==> config.mk <==
export PLATFORM = sky130hd
export DESIGN_NAME = rect_loop_engine
export DESIGN_NICKNAME = d
export VERILOG_FILES = /design/src/rtl/rect_loop_pkg.sv /design/src/rtl/rect_row_mask.sv /design/src/rtl/rect_loop_engine.sv
export SDC_FILE = /design/constraint.sdc
export NUM_CORES = 1
export LEC_CHECK = 0
export CAP_MARGIN = 20
export CORE_ASPECT_RATIO = 1.5
export CORE_MARGIN = 8
export CORE_UTILIZATION = 49
export CTS_BUF_LIST = sky130_fd_sc_hd__clkbuf_4
export DETAILED_ROUTE_END_ITERATION = 7
export PLACE_DENSITY = 0.86
export SLEW_MARGIN = 20
export SYNTH_ARGS = -nofsm -noshare
export SYNTH_HDL_FRONTEND = slang
export SYNTH_SLANG_ARGS = --single-unit
==> constraint.sdc <==
create_clock -name clk -period 1.95 [get_ports clk]
set_input_delay 0.39 -clock clk [delete_from_list [all_inputs] [get_ports clk]]
set_output_delay 0.39 -clock clk [all_outputs]
set_load 0.005 [all_outputs]
==> src/rtl/rect_loop_pkg.sv <==
// Shared types and index helper for the rectangle loop engine.
package rect_loop_pkg;

  typedef enum logic {
    CORNERS   = 1'b0,
    PERIMETER = 1'b1
  } mode_e;

  typedef enum logic {
    IDLE  = 1'b0,
    SWEEP = 1'b1
  } state_e;

  // Flat bit position of matrix element (r,c); row 0 / column 0 sits at the MSB.
  function automatic int bit_idx(input int r, input int c, input int rows, input int cols);
    return rows * cols - 1 - (r * cols + c);
  endfunction

endpackage

==> src/rtl/rect_row_mask.sv <==
// Combinational XOR mask for one matrix row of a rectangle.
// Endpoint rows get the full column span, interior rows only the two edge columns.
// ends_only forces the edge-column pattern, which is how the corner path reuses it.
module rect_row_mask
  import rect_loop_pkg::*;
#(
  parameter int ROWS = 4,
  parameter int COLS = 4,
  parameter int RW   = 2,
  parameter int CW   = 2
) (
  input  logic [RW-1:0]        row,
  input  logic [RW-1:0]        r_lo,
  input  logic [RW-1:0]        r_hi,
  input  logic [CW-1:0]        c_lo,
  input  logic [CW-1:0]        c_hi,
  input  logic                 ends_only,
  output logic [ROWS*COLS-1:0] mask
);

  localparam int N = ROWS * COLS;
  localparam logic [N-1:0] ONE = {{(N-1){1'b0}}, 1'b1};

  logic ends;

  // Build the mask bit by bit for the selected row; rows outside [r_lo,r_hi] give zero.
  always_comb begin
    mask = '0;
    ends = 1'b0;
    if (int'(row) >= int'(r_lo) && int'(row) <= int'(r_hi)) begin
      ends = ends_only || (row != r_lo && row != r_hi);
      for (int c = 0; c < COLS; c++) begin
        if (ends ? (c == int'(c_lo) || c == int'(c_hi))
                 : (c >= int'(c_lo) && c <= int'(c_hi)))
          mask = mask | (ONE << bit_idx(int'(row), c, ROWS, COLS));
      end
    end
  end

endmodule

==> src/rtl/rect_loop_engine.sv <==
// Register-held bit matrix with queued rectangle flip commands.
// CORNERS flips the four corners on the accept edge; PERIMETER walks the
// rectangle loop one row per cycle in the SWEEP state.
module rect_loop_engine
  import rect_loop_pkg::*;
#(
  parameter int ROWS  = 4,
  parameter int COLS  = 4,
  parameter int CNT_W = 16,
  localparam int RW   = (ROWS > 1) ? $clog2(ROWS) : 1,
  localparam int CW   = (COLS > 1) ? $clog2(COLS) : 1,
  localparam int N    = ROWS * COLS
) (
  input  logic             clk,
  input  logic             rst,
  input  logic             load_valid,
  input  logic [N-1:0]     load_data,
  input  logic             cmd_valid,
  output logic             cmd_ready,
  input  logic             cmd_mode,
  input  logic [RW-1:0]    cmd_r1,
  input  logic [RW-1:0]    cmd_r2,
  input  logic [CW-1:0]    cmd_c1,
  input  logic [CW-1:0]    cmd_c2,
  output logic [N-1:0]     m_out,
  output logic             busy,
  output logic             done,
  output logic             err,
  output logic [CNT_W-1:0] flip_count
);

  state_e          state, state_n;
  mode_e           mode;
  logic            accept, range_bad, sweep_last;
  logic [RW-1:0]   r_lo, r_hi, r_lo_q, r_hi_q, row_ptr;
  logic [CW-1:0]   c_lo, c_hi, c_lo_q, c_hi_q;
  logic [N-1:0]    mask_a, mask_b, corner_mask, row_mask;

  assign mode       = mode_e'(cmd_mode);
  assign cmd_ready  = (state == IDLE) && !load_valid && !rst;
  assign accept     = cmd_valid && cmd_ready;
  assign range_bad  = (int'(cmd_r1) >= ROWS) || (int'(cmd_r2) >= ROWS) ||
                      (int'(cmd_c1) >= COLS) || (int'(cmd_c2) >= COLS);
  assign r_lo       = (cmd_r1 < cmd_r2) ? cmd_r1 : cmd_r2;
  assign r_hi       = (cmd_r1 < cmd_r2) ? cmd_r2 : cmd_r1;
  assign c_lo       = (cmd_c1 < cmd_c2) ? cmd_c1 : cmd_c2;
  assign c_hi       = (cmd_c1 < cmd_c2) ? cmd_c2 : cmd_c1;
  assign sweep_last = (row_ptr == r_hi_q);
  assign busy       = (state == SWEEP);

  // Corner rows r1 and r2, each restricted to columns c1/c2; OR merges coincident corners.
  rect_row_mask #(.ROWS(ROWS), .COLS(COLS), .RW(RW), .CW(CW)) u_corner_a (
    .row(cmd_r1), .r_lo('0), .r_hi(RW'(ROWS - 1)), .c_lo(cmd_c1), .c_hi(cmd_c2),
    .ends_only(1'b1), .mask(mask_a)
  );

  rect_row_mask #(.ROWS(ROWS), .COLS(COLS), .RW(RW), .CW(CW)) u_corner_b (
    .row(cmd_r2), .r_lo('0), .r_hi(RW'(ROWS - 1)), .c_lo(cmd_c1), .c_hi(cmd_c2),
    .ends_only(1'b1), .mask(mask_b)
  );

  assign corner_mask = mask_a | mask_b;

  // Loop mask for the row currently being swept, from the latched bounds.
  rect_row_mask #(.ROWS(ROWS), .COLS(COLS), .RW(RW), .CW(CW)) u_sweep (
    .row(row_ptr), .r_lo(r_lo_q), .r_hi(r_hi_q), .c_lo(c_lo_q), .c_hi(c_hi_q),
    .ends_only(1'b0), .mask(row_mask)
  );

  // Next-state logic: only an in-range PERIMETER accept enters SWEEP.
  always_comb begin
    state_n = state;
    case (state)
      IDLE:    if (accept && !range_bad && mode == PERIMETER) state_n = SWEEP;
      SWEEP:   if (sweep_last) state_n = IDLE;
      default: state_n = IDLE;
    endcase
  end

  // State register.
  always_ff @(posedge clk) begin
    if (rst) state <= IDLE;
    else     state <= state_n;
  end

  // Latch normalised bounds on accept and advance the row pointer while sweeping.
  always_ff @(posedge clk) begin
    if (accept) begin
      r_lo_q  <= r_lo;
      r_hi_q  <= r_hi;
      c_lo_q  <= c_lo;
      c_hi_q  <= c_hi;
      row_ptr <= r_lo;
    end else if (state == SWEEP) begin
      row_ptr <= row_ptr + RW'(1);
    end
  end

  // Matrix, completion pulses and completed-command counter.
  always_ff @(posedge clk) begin
    if (rst) begin
      m_out      <= '0;
      done       <= 1'b0;
      err        <= 1'b0;
      flip_count <= '0;
    end else begin
      done <= 1'b0;
      err  <= 1'b0;
      if (state == IDLE) begin
        if (load_valid) begin
          m_out <= load_data;
        end else if (accept) begin
          if (range_bad) begin
            done <= 1'b1;
            err  <= 1'b1;
          end else if (mode == CORNERS) begin
            m_out      <= m_out ^ corner_mask;
            done       <= 1'b1;
            flip_count <= flip_count + CNT_W'(1);
          end
        end
      end else begin
        m_out <= m_out ^ row_mask;
        if (sweep_last) begin
          done       <= 1'b1;
          flip_count <= flip_count + CNT_W'(1);
        end
      end
    end
  end

endmodule

## Word level (Yosys, flattened, before mapping)

Index checks and enable logic that the tools add are counted.

| word-level totals | value |
|---|---|
| register bits | 44 |
| logic and storage cells | 169 |

| operators by class | value |
|---|---|
| shift operators | 12 |
| reductions and logical operators | 28 |
| order comparisons | 14 |
| add/sub/neg operators | 23 |
| mux-type cells | 51 |
| eq/ne operators | 19 |
| bitwise logic cells | 13 |

Operators with widths:

| kind | count |
|---|---|
| 16-bit 2-to-1 mux | 33 |
| 1-bit by 32-bit << shifter with 16-bit output (first input constant) | 12 |
| 5-bit by 32-bit subtractor with 32-bit output (first input constant) | 9 |
| 16-bit OR | 10 |
| 16-bit XOR | 2 |
| 4-bit by 2-bit adder with 5-bit output (second input constant) | 6 |
| 16-bit by 1-bit adder with 16-bit output (second input constant) | 1 |
| 2-bit == test (first input constant) | 8 |
| 4-bit by 1-bit adder with 5-bit output (second input constant) | 3 |
| 4-bit by 4-bit subtractor with 5-bit output (first input constant) | 3 |
| 2-bit 2-to-1 mux | 6 |
| 1-bit 2-to-1 mux | 11 |
| 1-bit logical AND | 10 |
| 1-bit by 2-bit == test with 1-bit output (first input constant) | 4 |
| 2-bit zero test | 4 |
| 1-bit logical OR | 8 |
| 2-bit by 1-bit != test with 1-bit output (second input constant) | 3 |
| 1-bit by 2-bit greater-or-equal comparator with 1-bit output (first input constant) | 2 |
| 2-bit by 1-bit greater-or-equal comparator with 1-bit output (second input constant) | 2 |
| 2-bit <= comparator (first input constant) | 2 |
| 2-bit <= comparator (second input constant) | 2 |
| 2-bit < comparator | 2 |
| 2-bit != test | 2 |
| 4-bit AND reduction | 1 |
| other kinds (13) | 14 |

## Logic depth before layout (Yosys ltp)

Gate-level depths: netlist of the first run.

| depth | value |
|---|---|
| depth in word-level cells | 19 |
| mapped depth | 8 |
| depth with buffers taken out | 7 |

## By module

From an unflattened synthesis of the first run, not the netlist that was laid out.

| unflattened totals | value |
|---|---|
| cell total of the unflattened synthesis | 451 |
| area, all modules | 3384.5 um2 |

Modules (own cells, without submodules):

| module | sequential area each (um2) | instances | area each (um2) | cells an instance |
|---|---|---|---|---|
| rect_loop_engine | 980.9 | 1 | 2498.6 | 304 |
| rect_row_mask | 0.0 | 3 | 295.3 | 49 |

## Least setup slack after synthesis of the first run

Ideal clock, no wire load.

| timing | value |
|---|---|
| path type | input port to flip-flop |
| from | input rst |
| to | register flip_count[13] |
| arrival time | 1918 ps |
| setup slack | -96 ps |
| stages on the path | 7 |
| library setup time | 128 ps |
| cell sequence | clkbuf_1 > nor4b_4 > a21oi_2 > buf_6 > nor4_2 > xnor2_1 > nor2_1 |

| between the ends | value |
|---|---|
| longest elaborated chain between the ends | 5 |

Ends and longest elaborated chain:

| what | RTL line | RTL |
|---|---|---|
| from (decl) | rect_loop_engine.sv:15 | `input logic rst,` |
| 1-bit zero test | rect_loop_engine.sv:40 | `assign cmd_ready = (state == IDLE) && !load_valid && !rst;` |
| 1-bit logical AND | rect_loop_engine.sv:40 |  |
| 1-bit logical AND | rect_loop_engine.sv:41 | `assign accept = cmd_valid && cmd_ready;` |
| named net accept | rect_loop_engine.sv:34 | `logic accept, range_bad, sweep_last;` |
| 2-bit nonzero test (no source line) | - |  |
| 4-bit AND reduction (no source line) | - |  |
| to (signal assigned) | rect_loop_engine.sv:119 | `flip_count <= flip_count + CNT_W'(1);` |
| to (signal assigned) | rect_loop_engine.sv:126 | `flip_count <= flip_count + CNT_W'(1);` |
| to (decl) | rect_loop_engine.sv:29 | `output logic [CNT_W-1:0] flip_count` |

The timed path passes the listed nets, and every way through them passes these cells.
A chain may end at the register's enable or synchronous reset.

## Final worst setup path of the first run

| timing | value |
|---|---|
| from | register row_ptr[1] |
| to | register m_out[11] |

| between the ends | value |
|---|---|
| longest elaborated chain between the ends | 16 |
| elaborated cells on any way between the ends | 34 |
| those cells by class | add/sub (7); order compare (2); eq/ne (2); shift (4); mux (13); bitwise (4); reduce/logical (2) |

Ends and longest elaborated chain:

| what | RTL line | RTL |
|---|---|---|
| from (decl) | rect_loop_engine.sv:35 | `logic [RW-1:0] r_lo, r_hi, r_lo_q, r_hi_q, row_ptr;` |
| from (signal assigned) | rect_loop_engine.sv:93 | `row_ptr <= r_lo;` |
| from (signal assigned) | rect_loop_engine.sv:95 | `row_ptr <= row_ptr + RW'(1);` |
| parallel branches: the longest is 13 deep, another holds 5-bit by 32-bit subtractor with 32-bit output | - |  |
| 16-bit 2-to-1 mux (*) | rect_row_mask.sv:30 | `if (int'(row) >= int'(r_lo) && int'(row) <= int'(r_hi)) begin` |
| 16-bit XOR (*) | rect_loop_engine.sv:123 | `m_out <= m_out ^ row_mask;` |
| 16-bit 2-to-1 mux (*) | rect_loop_engine.sv:109 | `if (state == IDLE) begin` |
| to (signal assigned) | rect_loop_engine.sv:111 | `m_out <= load_data;` |
| to (signal assigned) | rect_loop_engine.sv:117 | `m_out <= m_out ^ corner_mask;` |
| to (signal assigned) | rect_loop_engine.sv:123 |  |
| to (decl) | rect_loop_engine.sv:25 | `output logic [N-1:0] m_out,` |

Every way passes the cells marked *. The select of a mux whose other input is x is not followed.

==> summary.md, run 1 <==
The slew of the pin with the lowest slew margin was 832 ps. In this run the number of H-tree levels came out at 2. Start-to-end type of the worst setup path: flip-flop to flip-flop. For the maximum number of pins on one net before global-route repair, the log shows 32. The highest layer touched by signal routing is met4. Setup violations remaining at the end of the flow were counted as 16. The worst path uses 109% of the clock period.

The total count of max-transition violations in the final report came out at 0. The die covers 9580 um2. The number of global-route vias before repair is 3,720. The core region is 6490 um2. The die is 82.6 um wide. Synthesis produced a netlist whose cell count is 405. Of all nets on the critical path, the largest fanout is 3.

For the DRC violation count after routing, the log shows 0. Relative to the synthesized area, the layout overhead comes to 39.8%. For the worst flop-to-flop path, the logic depth is 7.

After global routing the overflow that remains totals 0. Setup repair after global routing could not meet its margin everywhere. The power density over cell area came out at 542 nW/um2.

The first global-routing pass estimated 16,900 um of wire. Across all register-to-register paths, the minimum setup slack is -170 ps. Once layout is done, the placed cells without fillers occupy 4560 um2.

The CTS root buffer was sky130_fd_sc_hd__clkbuf_4. Count of TritonRoute iterations in the first routing pass: 7. Floorplan row count: 36.

The via density per instance is 6.21. For this run, the leading register cell type out of synthesis is sky130_fd_sc_hd__dfxtp_1. The vertical extent of the die was 116 um; the number of antenna violations at the first check in global routing was 0. The proportion of synthesized flip-flops having asynchronous set or reset was 0%. I/O pin total: 65.

The type of destination of the critical path was a flip-flop. STA puts the critical path data required time at 2210 ps. Once the floorplan was initialized, standard cells occupied 50.3% of the core. Counting I/O delays and the setup requirement, the final critical path takes 2120 ps.

The critical path ends at m_out[11]$_SDFFE_PP0P_. For this run, the post-layout net count is 547. For the total length of routed met3 wires, the log shows 703 um. The run finished, with violations left. The worst register-to-register path ends at m_out[11]$_SDFFE_PP0P_. Summing the sequential cell areas from Yosys gives 30.1% of the chip area. The buffer levels on the longest clock path is 2, and the tightest slew margin relative to the limit is 44.3%. The leakage power is 1.73 nW. The worst hold path belongs to the class primary input to flip-flop. Of the cells placed in the final design, the portion with a size suffix greater than 1 is 18.8%. For this block, the initial DRC count from the detailed router was 307. The clock reaches the later pin of the worst-skew pair after 370 ps.

The final clock skew was 9.60 ps. During placement, the flow inserted port buffers numbering 63. Yosys mapped a number of flops with a built-in enable equal to 10.

During synthesis, Yosys emitted a total of 0 warnings. The CTS buffer count was 5. The worst setup path is launched from a flip-flop.

The checks that failed: negative setup slack. The tools report the HPWL after detailed placement as 7590 um. The origin of the worst min-delay path is rst.

The synthesis-stage register bit count works out to 44. The final count of hold timing violations was 0; the count of nets left with antenna violations after detail routing was 0. For this design, the sink count on the clock tree is 44. The post-placement setup slack was -308 ps. TritonCTS built the clock tree.

Across the VDD grid, the largest voltage drop is 0.000427 V. Detailed routing inserted a total of 3,601 vias. The run gives 22.1% as the global routing usage summed across all routing layers. Wires add up to 11,000 um. In this run the cell area measured after placement is 4240 um2. After synthesis the cells add up to 3260 um2.

The number of different library cells in the post-synthesis netlist was 52; the clock transition time at the flip-flop clock pins of the worst setup and hold paths was 130 ps. At the end of routability-driven placement, the weighted congestion stood at 0.875. In the detailed route, the total length drawn on met2 is 5730 um.

The run gives -173 ps as the final worst setup slack. For this run, the top clock speed supported by timing is 471 MHz. The startpoint identified for the worst register-to-register timing path is row_ptr[1]$_DFFE_PP_. The wire length per cell after detailed routing was 19.0 um.

The logs give 0 for the max-capacitance violation count and 2390 ps for the data arrival time of the worst path. In this run the worst setup path begins at row_ptr[1]$_DFFE_PP_. A synthesized cell averages 8.05 um2. The met1 routed wirelength after detailed routing was 3970 um. Buffers inserted to repair hold after CTS numbered 0.

The post-synth net total is 449, and the antenna diode count is 0.
cell usage after synthesis, types with 9 or more instances:
cell / count / area, um2
sky130_fd_sc_hd__dfxtp_1: 34 / 681
sky130_fd_sc_hd__a21oi_1: 35 / 175
sky130_fd_sc_hd__a2111o_1: 12 / 135
sky130_fd_sc_hd__xnor2_1: 13 / 114
sky130_fd_sc_hd__clkbuf_1: 12 / 45.0
sky130_fd_sc_hd__edfxtp_1: 10 / 300
sky130_fd_sc_hd__nand2b_1: 15 / 93.8
sky130_fd_sc_hd__ha_1: 15 / 188
sky130_fd_sc_hd__inv_1: 40 / 150
sky130_fd_sc_hd__a22oi_1: 16 / 120
sky130_fd_sc_hd__o41ai_1: 9 / 78.8
sky130_fd_sc_hd__nor3_1: 22 / 110
sky130_fd_sc_hd__nor2b_1: 12 / 75.1
sky130_fd_sc_hd__mux2i_1: 9 / 90.1
sky130_fd_sc_hd__nand3_1: 18 / 90.1
sky130_fd_sc_hd__nand4_1: 9 / 56.3
sky130_fd_sc_hd__nand2_1: 26 / 97.6
sky130_fd_sc_hd__nor2_1: 22 / 82.6
cell families after synthesis:
group           count (synthesis)  synth area share [%]
simple gates                  147                  24.6
compound gates                110                  24.4
buf+inv                        63                  7.90
flops                          44                  30.1
fa+ha+maj                      15                  5.75
xor+xnor                       14                  3.76
mux                            11                  3.45
other cells                     1                 0.115
final cells by class:
| type | instances | area, um2 |
|---|---|---|
| clock buffers | 6 | 45.0 |
| clock inverters | 2 | 60.1 |
| fillers | 499 | 1930 |
| inverters | 40 | 150 |
| multi-input cells | 299 | 2210 |
| flip-flops and latches | 44 | 985 |
| well taps | 76 | 95.1 |
| repair buffers | 113 | 1020 |
power by group:
part           internal, W  total (W)  switching (W)
Combinational     0.000349   0.000698       0.000349
Sequential        0.000979    0.00104      0.0000562
Clock             0.000414   0.000736       0.000322
sequential cells by signal (all words and copies together) (netlist names):
| register | flops |
|---|---|
| done | 1 |
| r_hi_q | 2 |
| c_lo_q | 2 |
| row_ptr | 2 |
| c_hi_q | 2 |
| r_lo_q | 2 |
| flip_count | 16 |
| m_out | 16 |
| busy | 1 |
through the flow:
stage | cells | setup TNS, ps | hold WS [ps] | power, W | util, %
after detailed placement | 566 | -8260 | 526 | 0.00168 | 65.4
final | 580 | -1600 | 470 | 0.00247 | 70.3
after global routing | 580 | -2730 | 481 | 0.00256 | 70.3
after global placement | 566 | -6180 | 492 | 0.00165 | 65.4
after CTS | 578 | -745 | 452 | 0.00243 | 69.0
after floorplan | 405 | -227 | 487 | 0.00138 | -
layer usage:
metal | global-route usage, % | vias up
met5 | 0 | -
met2 | 40.2 | 157
met3 | 4.35 | 53
met1 | 21.5 | 1707
met4 | 15.0 | 0
li1 | - | 1684
cells in the final DEF, fill, tap and decap left out, types with 3 or more instances in the layout:
master,netlist,final
sky130_fd_sc_hd__nand2_1,26,26
sky130_fd_sc_hd__nand3_1,18,18
sky130_fd_sc_hd__o22a_1,3,3
sky130_fd_sc_hd__mux2i_1,9,8
sky130_fd_sc_hd__nor2b_1,12,11
sky130_fd_sc_hd__and3_1,6,3
sky130_fd_sc_hd__nor3_1,22,18
sky130_fd_sc_hd__o211ai_1,6,6
sky130_fd_sc_hd__nor3_2,0,4
sky130_fd_sc_hd__buf_4,1,47
sky130_fd_sc_hd__nand4_1,9,9
sky130_fd_sc_hd__clkbuf_4,0,6
sky130_fd_sc_hd__dfxtp_1,34,33
sky130_fd_sc_hd__xnor2_1,13,13
sky130_fd_sc_hd__o21ai_0,3,3
sky130_fd_sc_hd__nand2b_1,15,15
sky130_fd_sc_hd__a22oi_1,16,14
sky130_fd_sc_hd__edfxtp_1,10,10
sky130_fd_sc_hd__inv_1,40,39
sky130_fd_sc_hd__or3_1,3,3
sky130_fd_sc_hd__a21oi_1,35,34
sky130_fd_sc_hd__o21ai_1,7,7
sky130_fd_sc_hd__or4_1,3,3
sky130_fd_sc_hd__o41ai_1,9,8
sky130_fd_sc_hd__ha_1,15,12
sky130_fd_sc_hd__clkdlybuf4s50_1,0,60
sky130_fd_sc_hd__a2111o_1,12,12
sky130_fd_sc_hd__o221ai_1,6,6
sky130_fd_sc_hd__nor2_1,22,22
repair_timing:
action / in CTS / in global routing
setup endpoints to repair: 30 / 27
gates resized for setup: 21 / 14
buffers inserted: 4 / 1
pin swaps: 11 / 8
gates cloned: 0 / 1
worst min path at each step:
stage | to | slack [ps] | depth (start not counted)
2_1_floorplan | flip_count[6]$_SDFFE_PP0P_ | 490 | 2
3_3_place_gp | flip_count[6]$_SDFFE_PP0P_ | 490 | 2
3_5_place_dp | flip_count[6]$_SDFFE_PP0P_ | 530 | 2
4_1_cts | flip_count[3]$_SDFFE_PP0P_ | 450 | 3
5_1_grt | flip_count[6]$_SDFFE_PP0P_ | 480 | 3
6_report | flip_count[6]$_SDFFE_PP0P_ | 470 | 3
critical path, cell delays in order, from the launching register on:
cell                       delay [ps]
sky130_fd_sc_hd__edfxtp_1         530
sky130_fd_sc_hd__ha_4             300
sky130_fd_sc_hd__a22o_4           280
sky130_fd_sc_hd__o32ai_4          240
sky130_fd_sc_hd__buf_6            150
sky130_fd_sc_hd__nand4_1          200
sky130_fd_sc_hd__a22oi_1          220
sky130_fd_sc_hd__o41ai_1           90
Note: power is estimated with default switching activity, not from simulation.
==> inputs of run 2 (changes only) <==
- SLEW_MARGIN: 20 -> not set
==> results of run 2 <==
No change in the layout: final DEF, timing and power equal those of run 1.
==> patch 1 (settings of run 2) <==
Add an input register stage for `cmd_mode`; this delays it by one clock. The other inputs are not delayed to match.
--- a/src/rtl/rect_loop_engine.sv
+++ b/src/rtl/rect_loop_engine.sv
@@ -29,6 +29,12 @@
   output logic [CNT_W-1:0] flip_count
 );
 
+  logic cmd_mode_q;
+
+  always_ff @(posedge clk) begin
+    cmd_mode_q <= cmd_mode;
+  end
+
   state_e          state, state_n;
   mode_e           mode;
   logic            accept, range_bad, sweep_last;
@@ -36,7 +42,7 @@
   logic [CW-1:0]   c_lo, c_hi, c_lo_q, c_hi_q;
   logic [N-1:0]    mask_a, mask_b, corner_mask, row_mask;
 
-  assign mode       = mode_e'(cmd_mode);
+  assign mode       = mode_e'(cmd_mode_q);
   assign cmd_ready  = (state == IDLE) && !load_valid && !rst;
   assign accept     = cmd_valid && cmd_ready;
   assign range_bad  = (int'(cmd_r1) >= ROWS) || (int'(cmd_r2) >= ROWS) ||
Formal check against the unedited RTL: not equivalent (a bounded check fails within 4 cycles, from zero or initial values and one cycle with rst high).
==> patch 1 against run 2 <==
  * The run still ends with setup timing left
  * Wire length increased by 0.55%
  * First-iteration DRC count increased by 4.6%
  * Hold slack improved by 0.011 ns
  * Area after synthesis decreased by 0.96%
  * Worst setup slack got worse by 0.0026 ns
  * Sequential cell count increased by 1
  * Synthesized cell count decreased by 1.7%
  * Cell area decreased by 0.96%
  * Total power decreased by 4.7%
  * Largest cell class unchanged
  * Highest routed layer unchanged
==> patch 1: results (changes against run 2) <==
Run status
  • Status: finished, violations left
  • Failing checks: setup timing

Placement
  • Buffers on Ports: 63 (unchanged)
  • DP HPWL: 7.76 mm (+2.1%)
  • Area after DPL: 4230 µm² (-0.18%)
  • GP Congestion: 0.942 (+7.7%)
  • DP Worst Slack: -0.256 ns (+0.0521 ns)

Synthesis
  • Unique masters post-synth: 51 (-1.9%)
  • Synth area leaders: dfxtp_1, edfxtp_1, ha_1
  • Synth Net Count: 442 (-1.6%)
  • Ys Warns: 0 (unchanged)
  • Synth cell count leaders: nor2_1, dfxtp_1, inv_1
  • Post-synthesis xor/xnor area fraction: 3.52% (-0.23 points)
  • Synth Area in Compound Gates: 19.6% (-4.7 points)
  • Sequential element share of the synthesized area: 31.0% (+0.91 points)
  • Adder-cell share of the synthesized area: 5.81% (+0.056 points)
  • Top FF cell, synth: dfxtp_1
  • Number of enable flip-flop cells after synthesis: 10 (unchanged)
  • Mux share of post-synthesis cell area: 4.11% (+0.65 points)
  • Asr flop ratio synth: 0% (unchanged)

Hold path
  • Hold Path Sink: cmd_mode_q
  • Worst hold path cell count: 1 (-2)
  • Hold Path Class: input port to flop
  • Hold path start: cmd_mode

Critical path
  • End of the worst register-to-register path: m_out[7]
  • Critical path peak fanout: 3 (unchanged)
  • Critical path arrival: 2.44 ns (+0.05 ns)
  • Worst reg2reg path depth: 7 (unchanged)
  • Reg-to-Reg Start: row_ptr[1]
  • Crit Path Class: flop to flop

GRT
  • First-pass GRT wire length: 16.9 mm (unchanged)
  • Met2 Use GR: 39.2% (-1.0 points)
  • Gr busiest metal: met2
  • Largest net degree at the start of global routing: 52 (+63%)
  • M3 GR Usage: 4.89% (+0.54 points)
  • M1 GR Usage: 22.6% (+1.1 points)
  • Total GRT Usage: 22.3% (+0.15 points)

STA
  • Clock Skew: 0.0142 ns (+0.00457 ns)
  • Worst setup margin: -0.175 ns (-0.00256 ns)
  • Fin Setup TNS: -1.09 ns (+0.503 ns)
  • Final Setup Violations: 14 (-2)
  • Relative slew margins: 64.0% (+20 points)

Layout
  • ANT cells: 0 (unchanged)
  • Share of layout cells above drive strength 1: 18.1% (-0.70 points)
  • Top Registers: flip_count x16, m_out x16
  • Fill count: 493 (-1.2%)
  • Nets: 539 (-1.5%)

Drt
  • Drt initial violations: 321 (+4.6%)
  • Vias: 3633 (+0.89%)
  • DRT Pass-1 Iters: 7 (unchanged)
  • Routed wire length: 11.1 mm (+0.55%)

CTS
  • Total CTS buffers: 5 (unchanged)
  • Worst-path clk slew: 0.15 ns (+0.02 ns)
  • Maximum buffer depth of the clock tree: 2 (unchanged)
  • Root Buffer: clkbuf_4
  • Htree depth: 2 (unchanged)

Power and ir drop
  • Peak VDD IR: 0.000385 V (-9.7%)
  • Leak pwr: 1.70 nW (-1.9%)
patch 1: cells by family after synthesis:
group | Yosys count
other | 1
AO/OA/AOI/OAI | 82
buffers and inverters | 53
AND/OR/NAND/NOR | 176
XOR/XNOR | 13
multiplexers | 13
flip-flops | 45
adder cells (fa/ha/maj) | 15
patch 1: what timing repair did:
action / 4_1_cts / 5_1_grt
gates resized for setup: 9 / 21
setup endpoints to repair: 22 / 29
gates cloned: 1 / 0
pin swaps: 2 / 4
setup buffers: 1 / 3
patch 1: how the worst max path moves through the flow:
| stage | start | end | slack [ns] | depth (start not counted) |
|---|---|---|---|---|
| floorplan | row_ptr[0] | m_out[7] | -0.006 | 7 |
| CTS | row_ptr[1] | m_out[7] | -0.12 | 7 |
| finish | row_ptr[1] | m_out[7] | -0.18 | 7 |
| detailed placement | load_valid | flip_count[11] | -0.26 | 7 |
| global placement | load_valid | m_out[0] | -0.19 | 7 |
| global route | row_ptr[1] | m_out[7] | -0.25 | 7 |
patch 1: cell type report:
class | count | area, µm² | share of cell area (%)
timing repair buffer | 110 | 1030 | 22.7
sequential | 45 | 1000 | 22.2
clock buffer | 5 | 37.5 | 0.831
inverter | 32 | 120 | 2.66
multi-input combinational | 301 | 2190 | 48.6
tap | 76 | 95.1 | 2.11
clock inverter | 3 | 41.3 | 0.914
patch 1: layer usage:
metal  part of all wire, %  up-vias
met1                    35     1725
li1                      -     1680
met3                   7.1       50
met2                    51      178
met5                     0        -
met4                   6.9        0
patch 1: worst max-delay path, cell delays in order (launching register included):
cell,delay (ns)
edfxtp_1,0.52
ha_4,0.28
a22o_4,0.27
o32ai_2,0.19
buf_4,0.17
nand4_1,0.12
or4_1,0.42
nand3_1,0.09
patch 1: report_power, final:
group	switching, W	leakage [nW]	internal, W	total [W]
Clock	0.000331	0.0389	0.000266	0.000597
Sequential	0.0000593	0.379	0.000999	0.00106
Combinational	0.000344	1.28	0.000355	0.000698
patch 1: through the flow:
stage / utilization [%] / hold slack [ns] / std cells
floorplan: - / 0.418 / 398
global placement: 65.7 / 0.508 / 559
detailed placement: 65.7 / 0.530 / 559
CTS: 67.8 / 0.467 / 569
global route: 70.1 / 0.459 / 572
finish: 70.1 / 0.480 / 572
==> patch 2 (flow settings as in run 2) <==
Without the edit above. Change the parameter `CNT_W` from 16 to 20.
--- a/src/rtl/rect_loop_engine.sv
+++ b/src/rtl/rect_loop_engine.sv
@@ -6,7 +6,7 @@
 #(
   parameter int ROWS  = 4,
   parameter int COLS  = 4,
-  parameter int CNT_W = 16,
+  parameter int CNT_W = 20,
   localparam int RW   = (ROWS > 1) ? $clog2(ROWS) : 1,
   localparam int CW   = (COLS > 1) ? $clog2(COLS) : 1,
   localparam int N    = ROWS * COLS
Interface: changed (resized flip_count); port bits go from 65 to 69. No check against the original RTL was run, so the function may have changed too.
==> patch 2 against run 2 <==
  * The flow still finishes with violations (setup timing)
  * Count of clock-buffer cells in the layout decreased by 1
  * Clock skew increased by 0.0075 ns
  * Clock power decreased by 16%
  * Area after synthesis increased by 0.58%
  * Worst setup slack got worse by 0.098 ns
  * Die area increased by 0.49%
  * Total power decreased by 2.8%
  * Sequential cell count increased by 4
  * Cell area increased by 7.3%
  * Sequential share of layout area increased by 0.12 points
  * Wire length increased by 2.9%
  * Largest cell class unchanged
  * Highest routed layer unchanged
==> patch 2: results (changes against run 2) <==
Critical path
  • Critical path peak fanout: 8 (+5)
  • Critical Path Sink: m_out[14]
  • Critical path arrival: 2.52 ns (+0.13 ns)
  • End of the worst register-to-register path: m_out[14]
  • Slowest cell delay on critical path: 0.49 ns (-0.04 ns)
  • Worst reg2reg path depth: 8 (+1)

STA
  • Relative slew margins: 66.5% (+22 points)
  • Worst setup margin: -0.271 ns (-0.0983 ns)
  • Final Setup Violations: 19 (+3)
  • Clock Skew: 0.0171 ns (+0.00746 ns)
  • Fin Setup TNS: -2.54 ns (-0.945 ns)
  • Hold WS: 0.532 ns (+0.0623 ns)

Layout
  • Nets: 560 (+2.4%)
  • Share of layout cells above drive strength 1: 25.5% (+6.7 points)
  • ANT cells: 0 (unchanged)
  • Non-filler cells, final: 593 (+2.2%)
  • Top Registers: flip_count x20, m_out x16

Synthesis
  • Synth cell count leaders: dfxtp_1, nand2_1, o21ai_0
  • Unique masters post-synth: 52 (unchanged)
  • Mapped Cells: 392 (-3.2%)
  • Synth area leaders: dfxtp_1, edfxtp_1, ha_1
  • Sequential element share of the synthesized area: 32.3% (+2.3 points)
  • Ys Warns: 0 (unchanged)
  • Top FF cell, synth: dfxtp_1
  • Synth Net Count: 436 (-2.9%)

Power and ir drop
  • Peak VDD IR: 0.000351 V (-18%)
  • Leak pwr: 1.94 nW (+12%)
  • Sw Ratio: 29.8% (+0.35 points)

GRT
  • First-pass GRT wire length: 17.3 mm (+2.3%)
  • M3 GR Usage: 3.84% (-0.51 points)
  • Vias in the first global route: 3743 (+0.62%)
  • Initial antenna violation count: 0 (unchanged)
  • Met2 Use GR: 41.0% (+0.83 points)
  • Total GRT Usage: 21.0% (-1.2 points)
  • Largest net degree at the start of global routing: 29 (-9.4%)
  • M1 GR Usage: 20.5% (-0.96 points)

Placement
  • Placed insts: 578 (+2.1%)
  • Area after DPL: 4470 µm² (+5.4%)
  • DP Worst Slack: -0.451 ns (-0.142 ns)
  • GP Congestion: 0.973 (+11%)
  • DP HPWL: 7.59 mm (about the same)
  • Buffers on Ports: 67 (+6.3%)

CTS
  • Maximum buffer depth of the clock tree: 2 (unchanged)
  • Total CTS buffers: 5 (unchanged)
  • Worst-skew pair later-pin latency: between 0.3 and 0.4 ns
  • Worst-path clk slew: 0.15 ns (+0.02 ns)

Drt
  • Met1 wire length: 4.20 mm (+5.8%)
  • WL/cell: 19.1 µm (+0.63%)
  • DRT Pass-1 Iters: 6 (-1)
  • Drt initial violations: 348 (+13%)
  • Met3 Wirelength: 720 µm (+2.4%)
  • Uppermost layer routed: met4
  • Routed wl met2: 5.94 mm (+3.8%)
  • Avg Vias per Cell: 6.19 (-0.29%)

Hold path
  • Hold Path Sink: flip_count[1]
  • Hold path start: flip_count[1]
  • Worst hold path cell count: 2 (-1)
  • Hold Path Class: flop to flop

Run status
  • Status: finished, violations left
  • Failing checks: setup timing
==> patch 2: cell types whose count changed after synthesis, moves of 8 or more <==
cell,run 2,this run
nand2b_1,15,4
a21oi_1,35,11
nand3_1,18,5
o41ai_1,9,0
or3_1,3,14
nor3b_1,1,9
nand4_1,9,0
a22oi_1,16,5
xnor2_1,13,21
o21ai_0,3,26
a31oi_1,1,20
a2111o_1,12,0
inv_1,40,17
==> patch 2: kinds of logic after synthesis <==
logic type / share of synthesized area [%]
xor gates and xnor gates: 5.87
AOI/OAI and AO/OA: 21.1
DFF: 32.3
buffers and inverters: 4.69
other: 0.114
muxes: 6.33
and+or+nand+nor: 23.8
adders and majority gates: 5.72
==> patch 2: final cells by class <==
class | count | area (µm²)
Timing Repair Buffer | 137 | 1230
Inverter | 17 | 63.8
Multi-Input combinational cell | 307 | 2360
Clock buffer | 5 | 37.5
Sequential cell | 48 | 1060
Tap cell | 76 | 95.1
Fill cell | 418 | 1590
Clock inverter | 3 | 42.5
==> patch 2: worst min-delay path, cell delays in order (launching register included) <==
cell and delay, ns:
dfxtp_1 0.37, nand2_1 0.07, a21oi_1 0.06
==> patch 2: timing repair <==
action | CTS | global route
gates resized for setup | 39 | 22
pin swaps | 12 | 15
cloned | 1 | 0
endpoints found under the setup margin | 30 | 25
setup buffers | 4 | 2
==> patch 2: power by group through the flow <==
stage / Sequential (W) / Combinational, W / Clock, W
2_1_floorplan: 0.00111 / 0.000296 / 0
6_report: 0.00110 / 0.000676 / 0.000621
3_3_place_gp: 0.00112 / 0.000568 / 0
4_1_cts: 0.00110 / 0.000636 / 0.000624
5_1_grt: 0.00111 / 0.000725 / 0.000670
3_5_place_dp: 0.00112 / 0.000591 / 0
